## src/rtl/pc_sequenciador_pkg.sv

```systemverilog
// Shared types and constants for the fetch-stage PC sequencer.
// Next-address source encoding and stack error flag positions.
package pc_sequenciador_pkg;

  typedef enum logic [2:0] {
    SEL_SEQ,
    SEL_DESVIO,
    SEL_SALTO,
    SEL_CHAMADA,
    SEL_RETORNO
  } sel_t;

  localparam int ERR_OVF = 1;
  localparam int ERR_UNF = 0;

endpackage

```

## src/rtl/pc_sequenciador_pilha_retorno.sv

```systemverilog
// Return-address stack: circular write pointer plus occupancy count.
// A push into a full stack silently replaces the oldest entry.
module pilha_retorno
  import pc_sequenciador_pkg::*;
#(
  parameter int LARGURA    = 16,
  parameter int PROF_PILHA = 4
) (
  input  logic               clock,
  input  logic               reset,
  input  logic               push,
  input  logic               pop,
  input  logic [LARGURA-1:0] dado,
  output logic [LARGURA-1:0] topo,
  output logic               vazia,
  output logic               cheia,
  output logic               overflow,
  output logic               underflow
);

  localparam int PW = $clog2(PROF_PILHA);
  localparam int CW = PW + 1;

  logic [PW-1:0]      ptr_q, ptr_d;
  logic [CW-1:0]      cnt_q, cnt_d;
  logic [LARGURA-1:0] mem_q [PROF_PILHA];
  logic [LARGURA-1:0] mem_d [PROF_PILHA];

  assign vazia     = (cnt_q == '0);
  assign cheia     = (cnt_q == CW'(PROF_PILHA));
  assign topo      = mem_q[ptr_q - PW'(1)];
  assign overflow  = push && !pop && cheia;
  assign underflow = pop && vazia;

  // ptr_q points at the next free slot, which is the oldest entry when full
  always_comb begin
    ptr_d = ptr_q;
    cnt_d = cnt_q;
    mem_d = mem_q;
    if (pop) begin
      if (!vazia) begin
        ptr_d = ptr_q - PW'(1);
        cnt_d = cnt_q - CW'(1);
      end
    end else if (push) begin
      mem_d[ptr_q] = dado;
      ptr_d        = ptr_q + PW'(1);
      if (!cheia) begin
        cnt_d = cnt_q + CW'(1);
      end
    end
  end

  always_ff @(posedge clock) begin
    if (reset) begin
      ptr_q <= '0;
      cnt_q <= '0;
    end else begin
      ptr_q <= ptr_d;
      cnt_q <= cnt_d;
    end
  end

  always_ff @(posedge clock) begin
    mem_q <= mem_d;
  end

endmodule

```

## src/rtl/pc_sequenciador.sv

```systemverilog
// Fetch-stage program counter: priority next-address mux, adder,
// registered fetch address, return-address stack and sticky error flags.
module pc_sequenciador
  import pc_sequenciador_pkg::*;
#(
  parameter int LARGURA    = 16,
  parameter int PASSO      = 1,
  parameter int END_RESET  = 0,
  parameter int PROF_PILHA = 4
) (
  input  logic               clock,
  input  logic               reset,
  input  logic               stall,
  input  logic               desvio,
  input  logic [LARGURA-1:0] offset,
  input  logic               salto,
  input  logic               retorno,
  input  logic               chamada,
  input  logic [LARGURA-1:0] endSalto,
  output logic [LARGURA-1:0] endAtual,
  output logic [LARGURA-1:0] endSeq,
  output logic               pilhaVazia,
  output logic               pilhaCheia,
  output logic [1:0]         erroPilha
);

  logic [LARGURA-1:0] end_atual_q, end_atual_d;
  logic [1:0]         erro_q, erro_d;
  logic [LARGURA-1:0] topo;
  logic               push, pop, ovf, unf;
  sel_t               sel;

  assign endSeq     = end_atual_q + LARGURA'(PASSO);
  assign endAtual   = end_atual_q;
  assign erroPilha  = erro_q;

  // A stalled cycle drops every strobe, so the stack never moves
  assign pop  = !stall && retorno;
  assign push = !stall && !retorno && chamada;

  pilha_retorno #(
    .LARGURA    (LARGURA),
    .PROF_PILHA (PROF_PILHA)
  ) u_pilha (
    .clock     (clock),
    .reset     (reset),
    .push      (push),
    .pop       (pop),
    .dado      (endSeq),
    .topo      (topo),
    .vazia     (pilhaVazia),
    .cheia     (pilhaCheia),
    .overflow  (ovf),
    .underflow (unf)
  );

  always_comb begin
    sel = SEL_SEQ;
    if (retorno) begin
      if (!pilhaVazia) sel = SEL_RETORNO;
    end else if (chamada) begin
      sel = SEL_CHAMADA;
    end else if (salto) begin
      sel = SEL_SALTO;
    end else if (desvio) begin
      sel = SEL_DESVIO;
    end
  end

  always_comb begin
    end_atual_d = end_atual_q;
    erro_d      = erro_q;
    if (!stall) begin
      unique case (sel)
        SEL_RETORNO: end_atual_d = topo;
        SEL_CHAMADA: end_atual_d = endSalto;
        SEL_SALTO:   end_atual_d = endSalto;
        SEL_DESVIO:  end_atual_d = endSeq + offset;
        default:     end_atual_d = endSeq;
      endcase
      erro_d[ERR_OVF] = erro_q[ERR_OVF] | ovf;
      erro_d[ERR_UNF] = erro_q[ERR_UNF] | unf;
    end
  end

  always_ff @(posedge clock) begin
    if (reset) begin
      end_atual_q <= LARGURA'(END_RESET);
      erro_q      <= '0;
    end else begin
      end_atual_q <= end_atual_d;
      erro_q      <= erro_d;
    end
  end

endmodule

```

## config.mk

```make
export PLATFORM = sky130hd
export DESIGN_NAME = pc_sequenciador
export DESIGN_NICKNAME = d
export VERILOG_FILES = /design/src/rtl/pc_sequenciador_pkg.sv /design/src/rtl/pc_sequenciador_pilha_retorno.sv /design/src/rtl/pc_sequenciador.sv
export SDC_FILE = /design/constraint.sdc
export NUM_CORES = 1
export LEC_CHECK = 0
export CAP_MARGIN = 30
export CORE_MARGIN = 8
export CORE_UTILIZATION = 54
export CTS_CLUSTER_SIZE = 16
export DETAILED_ROUTE_END_ITERATION = 10
export PLACE_DENSITY = 0.78
export SYNTH_ARGS = -nofsm -noshare
export SYNTH_HDL_FRONTEND = slang
export SYNTH_SLANG_ARGS = --single-unit
```

## constraint.sdc

```tcl
create_clock -name clock -period 3.3 [get_ports clock]
set_input_delay 0.66 -clock clock [delete_from_list [all_inputs] [get_ports clock]]
set_output_delay 0.66 -clock clock [all_outputs]
set_load 0.02 [all_outputs]
```

==> results.py <==
metrics = {
    "logic_synthesis": {
        "synthMostInstantiatedCell": "edfxtp_1",
        "synth_fp_nets": 469,
        "yosysTopAreaCell": "edfxtp_1",
        "ys_seq_elements": 87,
        "synth_largest_type_area_fraction_pct": 40.8,
        "ys_types": 53,
        "yosys_most_used_dff": "edfxtp_1",
        "yosysSeqAreaShare_pct": 50.6,
        "synth_top_cells_by_count": "64 x edfxtp_1, 33 x nand2_1, 30 x nor2_1, 30 x o21ai_0, 23 x dfxtp_1",
        "async_reset_ff_share_pct": 0,
        "avgSynthCellArea_um2": 11.5,
        "syn-cell-area_um2": 4710,
        "synth.area.top_cells": "edfxtp_1 41%, dfxtp_1 9.8%, mux4_2 7.7%",
        "synth_cells": 408,
        "yosysWarnings": 0,
        "synth-edff-count": 64,
    },
    "clocking": {
        "clockBufferDepth": 2,
        "path_clk_slew_ps": 90,
        "cts_tree": "built",
        "cts-buffers-inserted": 9,
        "clk_latency_ps": 350,
        "ctsHoldBuffers": 0,
        "root_buffer": "clkbuf_8",
        "cts_sinks": 87,
        "h-tree-depth": 3,
    },
    "sta": {
        "final-hold-violation-count": 0,
        "worst-slew-pin-transition_ps": 955,
        "clock_skew_ps": 11.2,
        "finalCritPeriodShare_pct": 96.6,
        "setup-violations-final": 0,
        "fmax_mhz": 314,
        "period_needed_ps": 3190,
        "tns_ps": 0,
        "maxSlewHeadroom_pct": 36.1,
        "setup_slack_ps": 111,
        "maxSlewViolCount": 0,
        "rsz0062_at_grt": "yes",
    },
    "layout": {
        "filler_cell_count": 652,
        "drive_gt1_share_pct": 14.8,
        "num_antenna_cells": 0,
        "design_area_um2": 5990,
        "final_nets": 568,
        "area_delta_synth_final_pct": 27.3,
    },
    "detailed_routing": {
        "avgViaCountPerCell": 6.30,
        "via_count": 3903,
        "drc": 0,
        "wl_mm": 13.6,
        "routedWlPerCell_um": 21.9,
        "first_iter_violations": 387,
        "drt-pass1-iter-count": 5,
        "drtAntennaViolNets": 0,
    },
    "setup_path": {
        "rrSetupSlack_ps": 190,
        "reg2reg_to": "endAtual[13]",
        "path_class": "reg2out",
        "worstPathRequired_ps": 2640,
        "arrival_ps": 2530,
        "reg2regPathDepth": 11,
        "r2r-start": "endAtual[0]",
        "path_max_fanout": 6,
        "worstSetupEndpointType": "output pin",
        "startpoint_type": "register",
    },
    "placement": {
        "portBuffers": 74,
        "place_area_um2": 5740,
        "place_ws_ps": 202,
        "dpl.hpwl_mm": 10.3,
        "gp_congestion": 0.949,
    },
    "floorplan": {
        "die-area_um2": 12000,
        "die_x_um": 109,
        "initial_core_util_pct": 54.8,
        "dieHeight_um": 109,
        "core_um2": 8590,
        "placementRows": 34,
        "ios": 75,
    },
    "status": {
        "status": "finished, final reports clean",
    },
    "global_routing": {
        "grt_pass1_wl_mm": 20.7,
        "grt_pass1_vias": 3831,
        "grt_overflow_total": 0,
        "grt_util_all_layers_pct": 23.1,
        "grt_antenna_before_repair": 0,
        "grt_max_degree": 19,
    },
    "power_and_ir_drop": {
        "power_density_nw_per_um2": 471,
        "ir_drop_mv": 0.229,
        "total_leakage_power_uw": 0.00222,
    },
    "min_path": {
        "holdPathStages": 2,
        "hold_class": "reg2reg",
        "hold_end": "erroPilha[0]",
        "hold_path_startpoint": "erroPilha[0]",
    },
    "flow_run": {
        "max-cap-violations": 0,
    },
}
-- worst max path at each step --
stage / startpoint / to / cells after the start
final: endAtual[8] / endSeq[13] / 7
after global routing: endAtual[8] / endSeq[13] / 7
after CTS: endAtual[4] / endSeq[15] / 5
after detailed placement: endAtual[0] / endAtual[14] / 12
after global placement: endAtual[0] / endAtual[14] / 12
after floorplan: endAtual[2] / endAtual[14] / 10
-- flip-flops by register name (all words and copies together) (netlist names) --
name and cells:
u_pilha.cnt_q 3, u_pilha.ptr_q 2, u_pilha.mem_q 64, erroPilha 2, endAtual 16
-- repair_timing --
action,CTS,global route
gates resized for setup,2,7
pin swaps,0,1
setup endpoints to repair,2,6
buffers inserted,0,2
-- layout by cell type, fill, tap and decap left out, types with 19 or more instances in the layout --
master,Yosys,routed
a21oi_1,21,21
buf_4,0,30
clkdlybuf4s50_1,0,72
dfxtp_1,23,21
edfxtp_1,64,64
ha_1,20,19
nand2_1,33,33
nor2_1,30,30
o21ai_0,30,30
-- kinds of logic after synthesis --
| kind of cell | after synthesis | synth area share [%] |
|---|---|---|
| flops | 87 | 50.6 |
| fa+ha+maj | 22 | 6.17 |
| mux | 17 | 7.87 |
| xor+xnor | 26 | 5.13 |
| simple gates | 114 | 12.2 |
| compound gates | 109 | 15.4 |
| buf+inv | 33 | 2.68 |
-- critical path: stages (launching register included) --
cell and delay [ps]:
dfxtp_1 470, inv_1 130, nor4_4 280, buf_4 180, nand3_1 120, xnor2_2 200
buf_4 190, clkdlybuf4s50_1 610
-- report_power, final --
part	internal (uW)	switching (uW)
sequential	1230	40.0
clock	358	389
combinational	359	450
-- cell type report --
class / instances / area, um2 / share of cell area (%)
multi-input cells: 288 / 2240 / 37.4
repair buffers: 104 / 967 / 16.1
inverters: 17 / 63.8 / 1.06
clock inverters: 7 / 78.8 / 1.31
clock buffers: 9 / 124 / 2.07
flip-flops and latches: 87 / 2380 / 39.8
well taps: 108 / 135 / 2.25
-- per-layer routing --
layer | up-vias | part of all wire [%] | global-route usage, %
met1 | 1937 | 41 | 30.5
met4 | 0 | 2.2 | 7.91
li1 | 1769 | - | -
met5 | - | 0 | 0
met2 | 170 | 49 | 38.2
met3 | 27 | 6.9 | 3.34
-- per-stage QoR --
step,total power (uW),utilization (%),cells,hold WS [ps]
5_1_grt,2930,69.8,620,545
4_1_cts,2810,69.2,618,514
6_report,2820,69.8,620,512
3_3_place_gp,2070,66.8,602,455
3_5_place_dp,2080,66.8,602,494
2_1_floorplan,1750,-,408,486
(Power assumes the default switching activity.)
